--- src/rtl/lab7_pio_pkg.sv ---
// Shared definitions for the lab7 switch/LED/key responder: register map,
// key bit positions and the default debounce interval.
package lab7_pio_pkg;

    localparam logic [1:0] ADDR_SW   = 2'd0;
    localparam logic [1:0] ADDR_LED  = 2'd1;
    localparam logic [1:0] ADDR_KEY  = 2'd2;
    localparam logic [1:0] ADDR_MASK = 2'd3;

    localparam int KEY_ACC = 0;
    localparam int KEY_RST = 1;

    // 10 ms at 50 MHz
    localparam int DEFAULT_DEBOUNCE_CYCLES = 500000;

    // KEY register layout: edge-capture bits in [1:0], pressed levels in [3:2]
    function automatic logic [31:0] key_reg_word(input logic [1:0] edge_bits,
                                                 input logic [1:0] level_bits);
        return {28'b0, level_bits, edge_bits};
    endfunction

endpackage

--- src/rtl/key_debouncer.sv ---
// Synchronizes one active-low key and accepts a new level only after it has
// been stable for DEBOUNCE_CYCLES consecutive cycles; flags each new press.
module key_debouncer #(
    parameter int DEBOUNCE_CYCLES = lab7_pio_pkg::DEFAULT_DEBOUNCE_CYCLES
) (
    input  logic clk,
    input  logic rst_n,
    input  logic key_n,
    output logic pressed,
    output logic press_pulse
);

    localparam int CNT_W = (DEBOUNCE_CYCLES < 2) ? 1 : $clog2(DEBOUNCE_CYCLES);
    localparam logic [CNT_W-1:0] CNT_MAX = CNT_W'(DEBOUNCE_CYCLES - 1);

    logic             meta_q, meta_d;
    logic             sync_q, sync_d;
    logic             stable_q, stable_d;
    logic [CNT_W-1:0] cnt_q, cnt_d;

    always_comb begin
        meta_d   = key_n;
        sync_d   = meta_q;
        stable_d = stable_q;
        cnt_d    = '0;
        if (sync_q != stable_q) begin
            if (cnt_q == CNT_MAX) begin
                stable_d = sync_q;
            end else begin
                cnt_d = cnt_q + CNT_W'(1);
            end
        end
    end

    always_ff @(posedge clk or negedge rst_n) begin
        if (!rst_n) begin
            meta_q   <= 1'b1;
            sync_q   <= 1'b1;
            stable_q <= 1'b1;
            cnt_q    <= '0;
        end else begin
            meta_q   <= meta_d;
            sync_q   <= sync_d;
            stable_q <= stable_d;
            cnt_q    <= cnt_d;
        end
    end

    assign pressed     = ~stable_q;
    // Fires on the edge that accepts a press, so the captured edge bit and
    // the debounced level update together.
    assign press_pulse = stable_q & ~stable_d;

endmodule

--- src/rtl/avalon_key_led_responder.sv ---
// Avalon-MM responder exposing synchronized switches, an LED register and
// debounced edge-captured keys with a maskable level interrupt.
module avalon_key_led_responder
    import lab7_pio_pkg::*;
#(
    parameter int DEBOUNCE_CYCLES = DEFAULT_DEBOUNCE_CYCLES
) (
    input  logic        clk_clk,
    input  logic        reset_reset_n,
    input  logic [1:0]  avs_address,
    input  logic        avs_read,
    input  logic        avs_write,
    input  logic [31:0] avs_writedata,
    output logic [31:0] avs_readdata,
    output logic        avs_irq,
    input  logic [7:0]  sw,
    input  logic        key_accumulate_n,
    input  logic        key_reset_n,
    output logic [7:0]  led
);

    logic [7:0]  sw_meta_q, sw_meta_d;
    logic [7:0]  sw_sync_q, sw_sync_d;
    logic [7:0]  led_q, led_d;
    logic [1:0]  edge_q, edge_d;
    logic [1:0]  mask_q, mask_d;
    logic [31:0] rdata_q, rdata_d;
    logic [31:0] rd_word;
    logic [1:0]  key_pressed;
    logic [1:0]  key_pulse;
    logic        unused_wdata;

    assign unused_wdata = ^avs_writedata[31:8];

    key_debouncer #(.DEBOUNCE_CYCLES(DEBOUNCE_CYCLES)) u_deb_acc (
        .clk         (clk_clk),
        .rst_n       (reset_reset_n),
        .key_n       (key_accumulate_n),
        .pressed     (key_pressed[KEY_ACC]),
        .press_pulse (key_pulse[KEY_ACC])
    );

    key_debouncer #(.DEBOUNCE_CYCLES(DEBOUNCE_CYCLES)) u_deb_rst (
        .clk         (clk_clk),
        .rst_n       (reset_reset_n),
        .key_n       (key_reset_n),
        .pressed     (key_pressed[KEY_RST]),
        .press_pulse (key_pulse[KEY_RST])
    );

    always_comb begin
        rd_word = '0;
        case (avs_address)
            ADDR_SW:   rd_word = {24'b0, sw_sync_q};
            ADDR_LED:  rd_word = {24'b0, led_q};
            ADDR_KEY:  rd_word = key_reg_word(edge_q, key_pressed);
            ADDR_MASK: rd_word = {30'b0, mask_q};
            default:   rd_word = '0;
        endcase
    end

    always_comb begin
        sw_meta_d = sw;
        sw_sync_d = sw_meta_q;
        led_d     = led_q;
        mask_d    = mask_q;
        edge_d    = edge_q;
        rdata_d   = avs_read ? rd_word : rdata_q;
        if (avs_write) begin
            case (avs_address)
                ADDR_LED:  led_d  = avs_writedata[7:0];
                ADDR_KEY:  edge_d = edge_q & ~avs_writedata[1:0];
                ADDR_MASK: mask_d = avs_writedata[1:0];
                default:   ;
            endcase
        end
        // A press landing on the same edge as a clear must not be lost.
        edge_d = edge_d | key_pulse;
    end

    always_ff @(posedge clk_clk or negedge reset_reset_n) begin
        if (!reset_reset_n) begin
            sw_meta_q <= '0;
            sw_sync_q <= '0;
            led_q     <= '0;
            edge_q    <= '0;
            mask_q    <= '0;
            rdata_q   <= '0;
        end else begin
            sw_meta_q <= sw_meta_d;
            sw_sync_q <= sw_sync_d;
            led_q     <= led_d;
            edge_q    <= edge_d;
            mask_q    <= mask_d;
            rdata_q   <= rdata_d;
        end
    end

    assign avs_readdata = rdata_q;
    assign avs_irq      = |(edge_q & mask_q);
    assign led          = led_q;

endmodule
--- config.mk ---
export PLATFORM = sky130hd
export DESIGN_NAME = avalon_key_led_responder
export DESIGN_NICKNAME = d
export VERILOG_FILES = /design/src/rtl/lab7_pio_pkg.sv /design/src/rtl/key_debouncer.sv /design/src/rtl/avalon_key_led_responder.sv
export SDC_FILE = /design/constraint.sdc
export NUM_CORES = 1
export LEC_CHECK = 0
export CAP_MARGIN = 40
export CORE_AREA = 4 4 161 101
export DETAILED_ROUTE_END_ITERATION = 10
export DIE_AREA = 0 0 165 105
export GPL_TIMING_DRIVEN = 0
export MAX_ROUTING_LAYER = met4
export PLACE_DENSITY = 0.44
export SETUP_SLACK_MARGIN = 0.02
export SYNTH_ARGS = -nofsm -noshare
export SYNTH_HDL_FRONTEND = slang
export SYNTH_SLANG_ARGS = --single-unit
export TNS_END_PERCENT = 50
--- constraint.sdc ---
create_clock -name clk_clk -period 3.6 [get_ports clk_clk]
set_input_delay 1.08 -clock clk_clk [delete_from_list [all_inputs] [get_ports clk_clk]]
set_output_delay 1.08 -clock clk_clk [all_outputs]
set_load 0.02 [all_outputs]
# After elaboration in Yosys (flattened, before gate mapping)
# Cells that the tools add are included.
totals:
  ff_bits: 104
  input_bits: 48
  out_inout_bits: 41
  wordCells: 48
classes:
  addsub: 2
  eq_ne: 7
  mux: 11
  n_bitwise: 10
  reduce_logical: 4
ops:
  columns: ["op", "n"]
  rows:
  - ["case mux 32 bit (4 select lines)", 1]
  - ["2-to-1 mux 19 bit", 4]
  - ["adder 19 x 1 -> 19 bit (second input constant)", 2]
  - ["== test 19 bit (second input constant)", 2]
  - ["AND 2 bit", 2]
  - ["== test 2 bit (second input constant)", 2]
  - ["2-to-1 mux 1 bit", 4]
  - ["2-to-1 mux 2 bit", 2]
  - ["NOT 1 bit", 4]
  - ["AND reduction 2 bit", 2]
  - ["AND 1 bit", 2]
  - ["== test 2 x 1 -> 1 bit (second input constant)", 1]
  - ["zero test 2 bit", 1]
  - ["inequality test 1 bit", 2]
  - ["NOT 2 bit", 1]
  - ["bitwise OR 2 bit", 1]
  - ["OR reduction 2 bit", 1]

# Depth between registers and ports, before layout
# Gate-level depths: netlist of the first run.
logic_depth:
  depth_word: 6
  depth_mapped: 5

# By module
# Synthesis of the first run repeated with hierarchy kept, for this count alone.
unflattened:
  hier_cells: 328
  area_unflattened_um2: 3769.9
modules_own_cells:
  columns: ["module", "instances", "cells_each", "area_per_inst_um2", "seq_area_each_um2"]
  rows:
  - ["key_debouncer", 2, 106, 1111.1, 554.3]
  - ["avalon_key_led_responder", 1, 116, 1547.7, 900.9]

# Worst setup path before layout of the first run
# No wires, ideal clock.
synth_timing:
  kind: "input port to flip-flop"
  from: "input avs_address[0]"
  to: "register led_q[0], in the netlist led[0]"
  setup_time_ps: 125
  arrival_time_ps: 2085
  setup_slack_ps: 1391
  stages: 3
  n_path_buf: 1
  cell_sequence: "buf_1 -> nand3b_1 -> mux2_2"
synth_via:
  elab_chain_cells: 2
synth_rtl:
  columns: ["element", "line", "source"]
  rows:
  - ["from (decl)", "avalon_key_led_responder.sv:10", "input logic [1:0] avs_address,"]
  - ["== test 2 x 1 -> 1 bit", "avalon_key_led_responder.sv:70", "case (avs_address)"]
  - ["AND reduction 2 bit (no line)", null, null]
  - ["to (signal assigned)", "avalon_key_led_responder.sv:92", "led_q <= led_d;"]
  - ["to (decl)", "avalon_key_led_responder.sv:24", "logic [7:0] led_q, led_d;"]
# Every way passes these cells.
# A chain may end at the register's enable or synchronous reset.

# Worst setup path after layout of the first run
layout_timing:
  from: "input avs_address[0]"
  to: "register led_q[3], in the netlist led[3]"
# The elaborated chain is that of the path after synthesis.

==> impl_metrics.env, run 1 <==
export IMPL_status="completed"
export IMPL_drtIter0Drc=139
export IMPL_finalInstanceArea_sq_um=4710
export IMPL_slew_viol_final=0
export IMPL_startpoint="avs_address[0]"
export IMPL_synthCells=316
export IMPL_crit_path_end_kind="register"
export IMPL_power_density_nw_per_um2=483
export IMPL_crit_arrival_ns=3.19
export IMPL_path_class="in2reg"
export IMPL_dp_hpwl_um=5570
export IMPL_grt_pass1_vias=2411
export IMPL_viasPerCell=4.05
export IMPL_grt_use_met3_pct=3.43
export IMPL_worst_path_max_fanout=10
export IMPL_overflow=0
export IMPL_synth_compound_area_share_pct=5.63
export IMPL_antenna_found_initial=0
export IMPL_wire_per_inst_um=12.6
export IMPL_synthTopCellsByArea="dfrtp_1, xnor2_1, buf_4"
export IMPL_path_clk_slew_ns=0.06
export IMPL_row_count=35
export IMPL_io_pins=89
export IMPL_cts_root_buf="clkbuf_16"
export IMPL_min_path_cells=0
export IMPL_final_antenna_net_count=0
export IMPL_area_delta_synth_final_pct=30.2
export IMPL_dieArea_sq_um=17300
export IMPL_top_usage_layer="met1"
export IMPL_tightest_slew_ns=0.661
export IMPL_r2r_start="u_deb_rst.cnt_q[0]"
export IMPL_synthMuxAreaShare_pct=7.54
export IMPL_fp_dieW_um=165
export IMPL_cp_data_required_time_ns=3.81
export IMPL_yosys_area_share_simple_pct=16.3
export IMPL_start_kind="primary input"
export IMPL_grtUsageMet2_pct=11.8
export IMPL_die_y_um=105
export IMPL_synthXorXnorAreaFrac_pct=7.02
export IMPL_synthAdderAreaFrac_pct=0.691
export IMPL_yosysTopAreaCell="dfrtp_1"
export IMPL_rsz0062_at_grt="false"
export IMPL_route_vias_total=2421
export IMPL_total_power_w=0.00228
export IMPL_ff2ff_path_depth=5
export IMPL_cap_violations=0
export IMPL_hp_start="sw_meta_q[4]"
export IMPL_start_util_pct=24.2
export IMPL_min_path_type="reg2reg"
export IMPL_ys_types=47
export IMPL_synth_top_family_by_area="simple AND/OR/NAND/NOR gates"
export IMPL_dpl_cell_area_sq_um=4380
export IMPL_max_clock_freq_mhz=335
export IMPL_ir_drop_v=0.000195
export IMPL_slew_headroom_pct=55.8
export IMPL_timing_final_crit_period_ns=2.98
export IMPL_cts_htree_levels=3
export IMPL_synth_seq_area_share_pct=55.5
export IMPL_yosys_area_top_type_share_pct=51.2
export IMPL_antenna_cells=0
export IMPL_setup_viol=0
export IMPL_num_nets_final=440
export IMPL_leakage_nw=1.93
export IMPL_clock_sinks=80
export IMPL_synth_avg_cell_area_sq_um=11.5
export IMPL_grt_pass1_wl_um=12700
export IMPL_drive_gt1_share_pct=18.2
export IMPL_ys_ff_latch=80
export IMPL_grt_use_total_pct=9.65
export IMPL_fillCellCount=1507
export IMPL_place_congestion=0.800
export IMPL_clock_latency_ns=0.33
export IMPL_layout_worst_path_cycle_share_pct=82.9
export IMPL_ctsResizeCount=0
export IMPL_gr_usage_met1_pct=14.7
export IMPL_finClkSkew_ns=0.00607
export IMPL_cts_hold_buf=0
export IMPL_post_cts_buffers=0
export IMPL_cts_tree="built"
export IMPL_syn_area_sq_um=3620
export IMPL_hold_viol=0
export IMPL_port_buffers=39
export IMPL_firstDrtPassIters=4
export IMPL_ys_warn_count=0
export IMPL_remaining_drc_errors=0
export IMPL_core_area_sq_um=14900
export IMPL_ctsLongestPathBuffers=2
export IMPL_cts_buffers=9
export IMPL_wl_um=7550
export IMPL_grt_max_degree=54
critical path: stages:
cell             delay (ns)
clkdlybuf4s50_1        0.61
buf_1                  0.53
nand3b_1               0.53
mux2_2                 0.43
cell usage in the layout (no fill, tap or decap), types with 6 or more instances in the layout:
cell	count
mux2_2	13
nor2_1	36
nand3_1	15
dfrtp_1	74
conb_1	24
xor2_1	6
mux2i_1	7
clkdlybuf4s50_1	38
inv_1	13
buf_4	25
nor4_1	9
dfstp_2	6
clkbuf_16	9
nand2_1	13
xnor2_1	23
a21oi_1	7
nand4_1	7
nor3_1	8
cell usage after synthesis (all sizes together):
master,count
nand3,15
o41ai,2
o221ai,2
mux4,2
o31ai,2
nand2,13
o21a,2
nor3,8
nor2,37
or4b,3
or4bb,1
dfrtp,74
xor2,6
clkbuf,3
mux2,14
conb,1
a21oi,7
o21ai,4
xnor2,23
or3,4
nand2b,2
nor4,9
a32o,2
inv,13
ha,2
o22ai,4
nand4,8
or4,3
or2,4
a22o,1
nor4b,2
nand4b,2
dfstp,6
nand3b,1
buf,27
mux2i,7
flip-flops by register name, summed over array words and instances (netlist names):
register	cells
avs_readdata	8
edge_q	2
led	8
mask_q	2
sw_meta_q	8
sw_sync_q	8
u_deb_acc.cnt_q	19
u_deb_acc.meta_q	1
u_deb_acc.stable_q	1
u_deb_acc.sync_q	1
u_deb_rst.cnt_q	19
u_deb_rst.meta_q	1
u_deb_rst.stable_q	1
u_deb_rst.sync_q	1
path summary, 6_finish.rpt:
kind,end,slack (ns)
max in group asynchronous,u_deb_rst.sync_q,2.30
worst max-delay path,led[3],0.62
min in group asynchronous,u_deb_acc.cnt_q[9],0.67
worst max register to register,u_deb_rst.cnt_q[16],1.16
worst min-delay path,sw_sync_q[4],0.35
worst min register to register,sw_sync_q[4],0.35
area by class of cell:
cell class,instances,area [sq um],area share (%)
Multi-Input combinational cell,216,1440,30.5
Clock buffer,11,233,4.94
Sequential cell,80,2010,42.6
Tap cell,203,254,5.39
Timing Repair Buffer,40,415,8.81
Buffer,30,211,4.49
Clock inverter,5,105,2.23
Inverter,13,48.8,1.04
per-layer routing:
metal,part of all wire [%],vias to the layer above
met5,0,-
met4,0.98,0
met1,54,1154
li1,-,1205
met3,5.7,9
met2,39,53
logic make-up (layout without fill, tap and decap cells):
group | after synthesis | in the layout
other | 1 | 24
buffers and inverters | 43 | 99
flip-flops | 80 | 80
multiplexers | 23 | 23
XOR/XNOR | 29 | 29
AND/OR/NAND/NOR | 112 | 112
AO/OA/AOI/OAI | 26 | 26
adder cells (fa/ha/maj) | 2 | 2
where the power goes:
group / switching (W) / internal (W) / total [W]
sequential: 0.0000336 / 0.000952 / 0.000985
clock: 0.000345 / 0.000678 / 0.00102
combinational: 0.000136 / 0.000135 / 0.000271
total: 0.000514 / 0.00176 / 0.00228
per-stage QoR:
step                      hold WS [ns]  util (%)  setup WS, ns  setup TNS (ns)  cells
after global placement           0.332      29.1         -1.56         -118.48    581
after floorplan                  0.331         -          1.39               0    339
final                            0.348      31.6         0.617               0    598
after CTS                        0.349      31.6         0.563               0    598
after global routing             0.357      31.6         0.479               0    598
after detailed placement         0.336      29.3         0.236               0    582
No activity file was read; power rests on OpenSTA's default activity.
==> inputs of run 2 (changes only) <==
--- a/config.mk
+++ b/config.mk
@@ -11,7 +11,7 @@
 export DIE_AREA = 0 0 165 105
 export GPL_TIMING_DRIVEN = 0
 export MAX_ROUTING_LAYER = met4
-export PLACE_DENSITY = 0.44
+export PLACE_DENSITY = 0.46
 export SETUP_SLACK_MARGIN = 0.02
 export SYNTH_ARGS = -nofsm -noshare
 export SYNTH_HDL_FRONTEND = slang
==> constraint.sdc (replaced) <==
create_clock -name clk_clk -period 2.45 [get_ports clk_clk]
set_input_delay 0.735 -clock clk_clk [delete_from_list [all_inputs] [get_ports clk_clk]]
set_output_delay 0.735 -clock clk_clk [all_outputs]
set_load 0.02 [all_outputs]
==> run 2 against run 1 <==
Against the previous run: clock skew increased by 0.00054 ns; hold slack got worse by 0.033 ns; cell count increased by 0.50%; final area decreased by 0.21%; core utilization decreased by 0.067 points.
==> impl_metrics.env, run 2 (synthesis results as in run 1) <==
export IMPL_path_clk_slew_ns=0.06
export IMPL_finClkSkew_ns=0.00661
export IMPL_crit_chain="clkdlybuf4s50_1 -> buf_2 -> nand3b_1 -> mux2_2"
export IMPL_slew_headroom_pct=57.0
export IMPL_fillCellCount=1503
export IMPL_layout_worst_path_cycle_share_pct=95.3
export IMPL_hold_ws_ns=0.315
export IMPL_switching_share_pct=25.3
export IMPL_cts_htree_levels=3
export IMPL_critPathBufInv=2
export IMPL_crit_path_top_delay_cell="clkdlybuf4s50_1"
export IMPL_crit_path_end_kind="register"
export IMPL_worst_path_max_fanout=10
export IMPL_drive_gt1_share_pct=19.6
export IMPL_cts_buffers=9
export IMPL_ir_drop_v=0.000298
export IMPL_cell_internal_pwr_w=0.00240
export IMPL_grt_pass1_vias=2417
export IMPL_status="completed"
export IMPL_fp_dieW_um=165
export IMPL_port_buffers=39
export IMPL_start_util_pct=24.2
export IMPL_pwr_share_seq_pct=45.1
export IMPL_final_common_cell="dfrtp_1"
export IMPL_io_pins=89
export IMPL_p_comb_share_pct=12.6
export IMPL_path_class="in2reg"
export IMPL_reg2reg_to="u_deb_acc.cnt_q[18]"
export IMPL_num_nets_final=443
export IMPL_dp_hpwl_um=5610
export IMPL_core_area_sq_um=14900
export IMPL_leakage_nw=1.94
export IMPL_switching_power_w=0.000812
export IMPL_max_clock_freq_mhz=428
export IMPL_grt_pass1_wl_um=12900
export IMPL_cts_hold_buf=0
export IMPL_route_vias_total=2428
export IMPL_cts_tree="built"
export IMPL_pwr_share_clk_pct=42.3
export IMPL_min_path_type="in2async"
export IMPL_crit_arrival_ns=2.56
export IMPL_antenna_cells=0
export IMPL_layout_common_cells="dfrtp_1, clkdlybuf4s50_1, nor2_1, buf_4, conb_1"
export IMPL_setup_viol=0
export IMPL_timing_final_crit_period_ns=2.33
export IMPL_clock_latency_ns=0.34
export IMPL_place_congestion=0.782
export IMPL_drtIter0Drc=115
export IMPL_hold_viol=0
export IMPL_pre_cts_slack_ns=-0.596
export IMPL_grt_use_total_pct=9.75
export IMPL_slew_viol_final=0
export IMPL_crit_path_max_incr_delay_ns=0.61
export IMPL_row_count=35
export IMPL_grt_max_degree=55
export IMPL_viasPerCell=4.04
export IMPL_die_y_um=105
export IMPL_ff2ff_path_depth=5
export IMPL_cap_violations=0
export IMPL_tightest_slew_ns=0.639
export IMPL_crit_family="buffers and inverters"
export IMPL_r2r_slack_ns=0.27
export IMPL_r2r_start="u_deb_acc.cnt_q[0]"
export IMPL_wl_um=7580
export IMPL_overflow=0
export IMPL_dieArea_sq_um=17300
export IMPL_cts_root_buf="clkbuf_16"
export IMPL_area_delta_synth_final_pct=29.9
export IMPL_remaining_drc_errors=0
export IMPL_fin_ws_ns=0.116
export IMPL_final_antenna_net_count=0
export IMPL_power_density_nw_per_um2=683
export IMPL_clock_sinks=80
export IMPL_rsz0062_at_grt="true"
export IMPL_wire_per_inst_um=12.6
export IMPL_start_kind="primary input"
export IMPL_largestRegisters="u_deb_acc.cnt_q: 19 flops, u_deb_rst.cnt_q: 19 flops"
export IMPL_cp_data_required_time_ns=2.67
export IMPL_firstDrtPassIters=4
export IMPL_antenna_found_initial=0
export IMPL_ctsLongestPathBuffers=2
[run 2: power groups by stage]
stage          sequential, W  combinational, W  clock [W]
2_1_floorplan        0.00152          0.000164          0
3_3_place_gp         0.00147          0.000399          0
3_5_place_dp         0.00147          0.000405          0
4_1_cts              0.00145          0.000406    0.00141
5_1_grt              0.00146          0.000442    0.00147
6_report             0.00145          0.000405    0.00136
[run 2: worst max path at each step]
stage                   startpoint                  end  slack, ns  cells after the start
3_5_place_dp        avs_address[0]               led[6]      -0.60                      4
3_3_place_gp         reset_reset_n  u_deb_acc.cnt_q[11]      -2.28                      1
4_1_cts         u_deb_rst.cnt_q[0]  u_deb_rst.cnt_q[12]       0.04                      5
2_1_floorplan  u_deb_acc.cnt_q[10]   u_deb_acc.cnt_q[7]       0.46                      5
6_report            avs_address[0]               led[3]       0.12                      4
5_1_grt             avs_address[0]               led[0]       0.02                      4
[run 2: what timing repair did]
| item | in CTS | in global routing |
|---|---|---|
| endpoints found under the setup margin | 8 | 12 |
| resized for setup | 1 | 0 |
| cloned | 0 | 0 |
| buffers inserted | 0 | 3 |
| pin swaps | 1 | 1 |
| endpoints found under the hold margin | 0 | 0 |
[run 2: layout make-up]
cell class                 count  area, sq um  share of cell area (%)
buffer                        30          213                    4.52
clock buffer                   9          225                    4.79
clock inverter                 7         78.8                    1.68
inverter                      13         48.8                    1.04
multi-input combinational    216         1440                    30.5
sequential                    80         2010                    42.7
tap                          203          254                    5.40
timing repair buffer          43          438                    9.31
[run 2: stage by stage]
stage	instance area (sq um)	setup TNS, ns	cells	total power [W]	util (%)
2_1_floorplan	3710	0	339	0.00168	-
4_1_cts	4680	0	598	0.00326	31.3
3_3_place_gp	4350	-181.26	581	0.00187	29.1
6_report	4700	0	601	0.00321	31.5
5_1_grt	4700	0	601	0.00337	31.5
3_5_place_dp	4380	-5.26	582	0.00188	29.3
[run 2: routing by layer]
metal	routed length, um	vias up	global-route usage, %
met2	2990	35	12.0
li1	-	1210	-
met1	4160	1174	14.7
met5	0	-	-
met4	108	0	3.20
met3	330	9	3.11
==> inputs of run 3 (changes only) <==
--- a/config.mk
+++ b/config.mk
@@ -13,6 +13,8 @@
 export MAX_ROUTING_LAYER = met4
 export PLACE_DENSITY = 0.46
 export SETUP_SLACK_MARGIN = 0.02
+export SKIP_LAST_GASP = 1
+export SLEW_MARGIN = 15
 export SYNTH_ARGS = -nofsm -noshare
 export SYNTH_HDL_FRONTEND = slang
 export SYNTH_SLANG_ARGS = --single-unit
==> results of run 3 <==
Same layout as run 2: the final DEF is identical, and so are final timing and power.
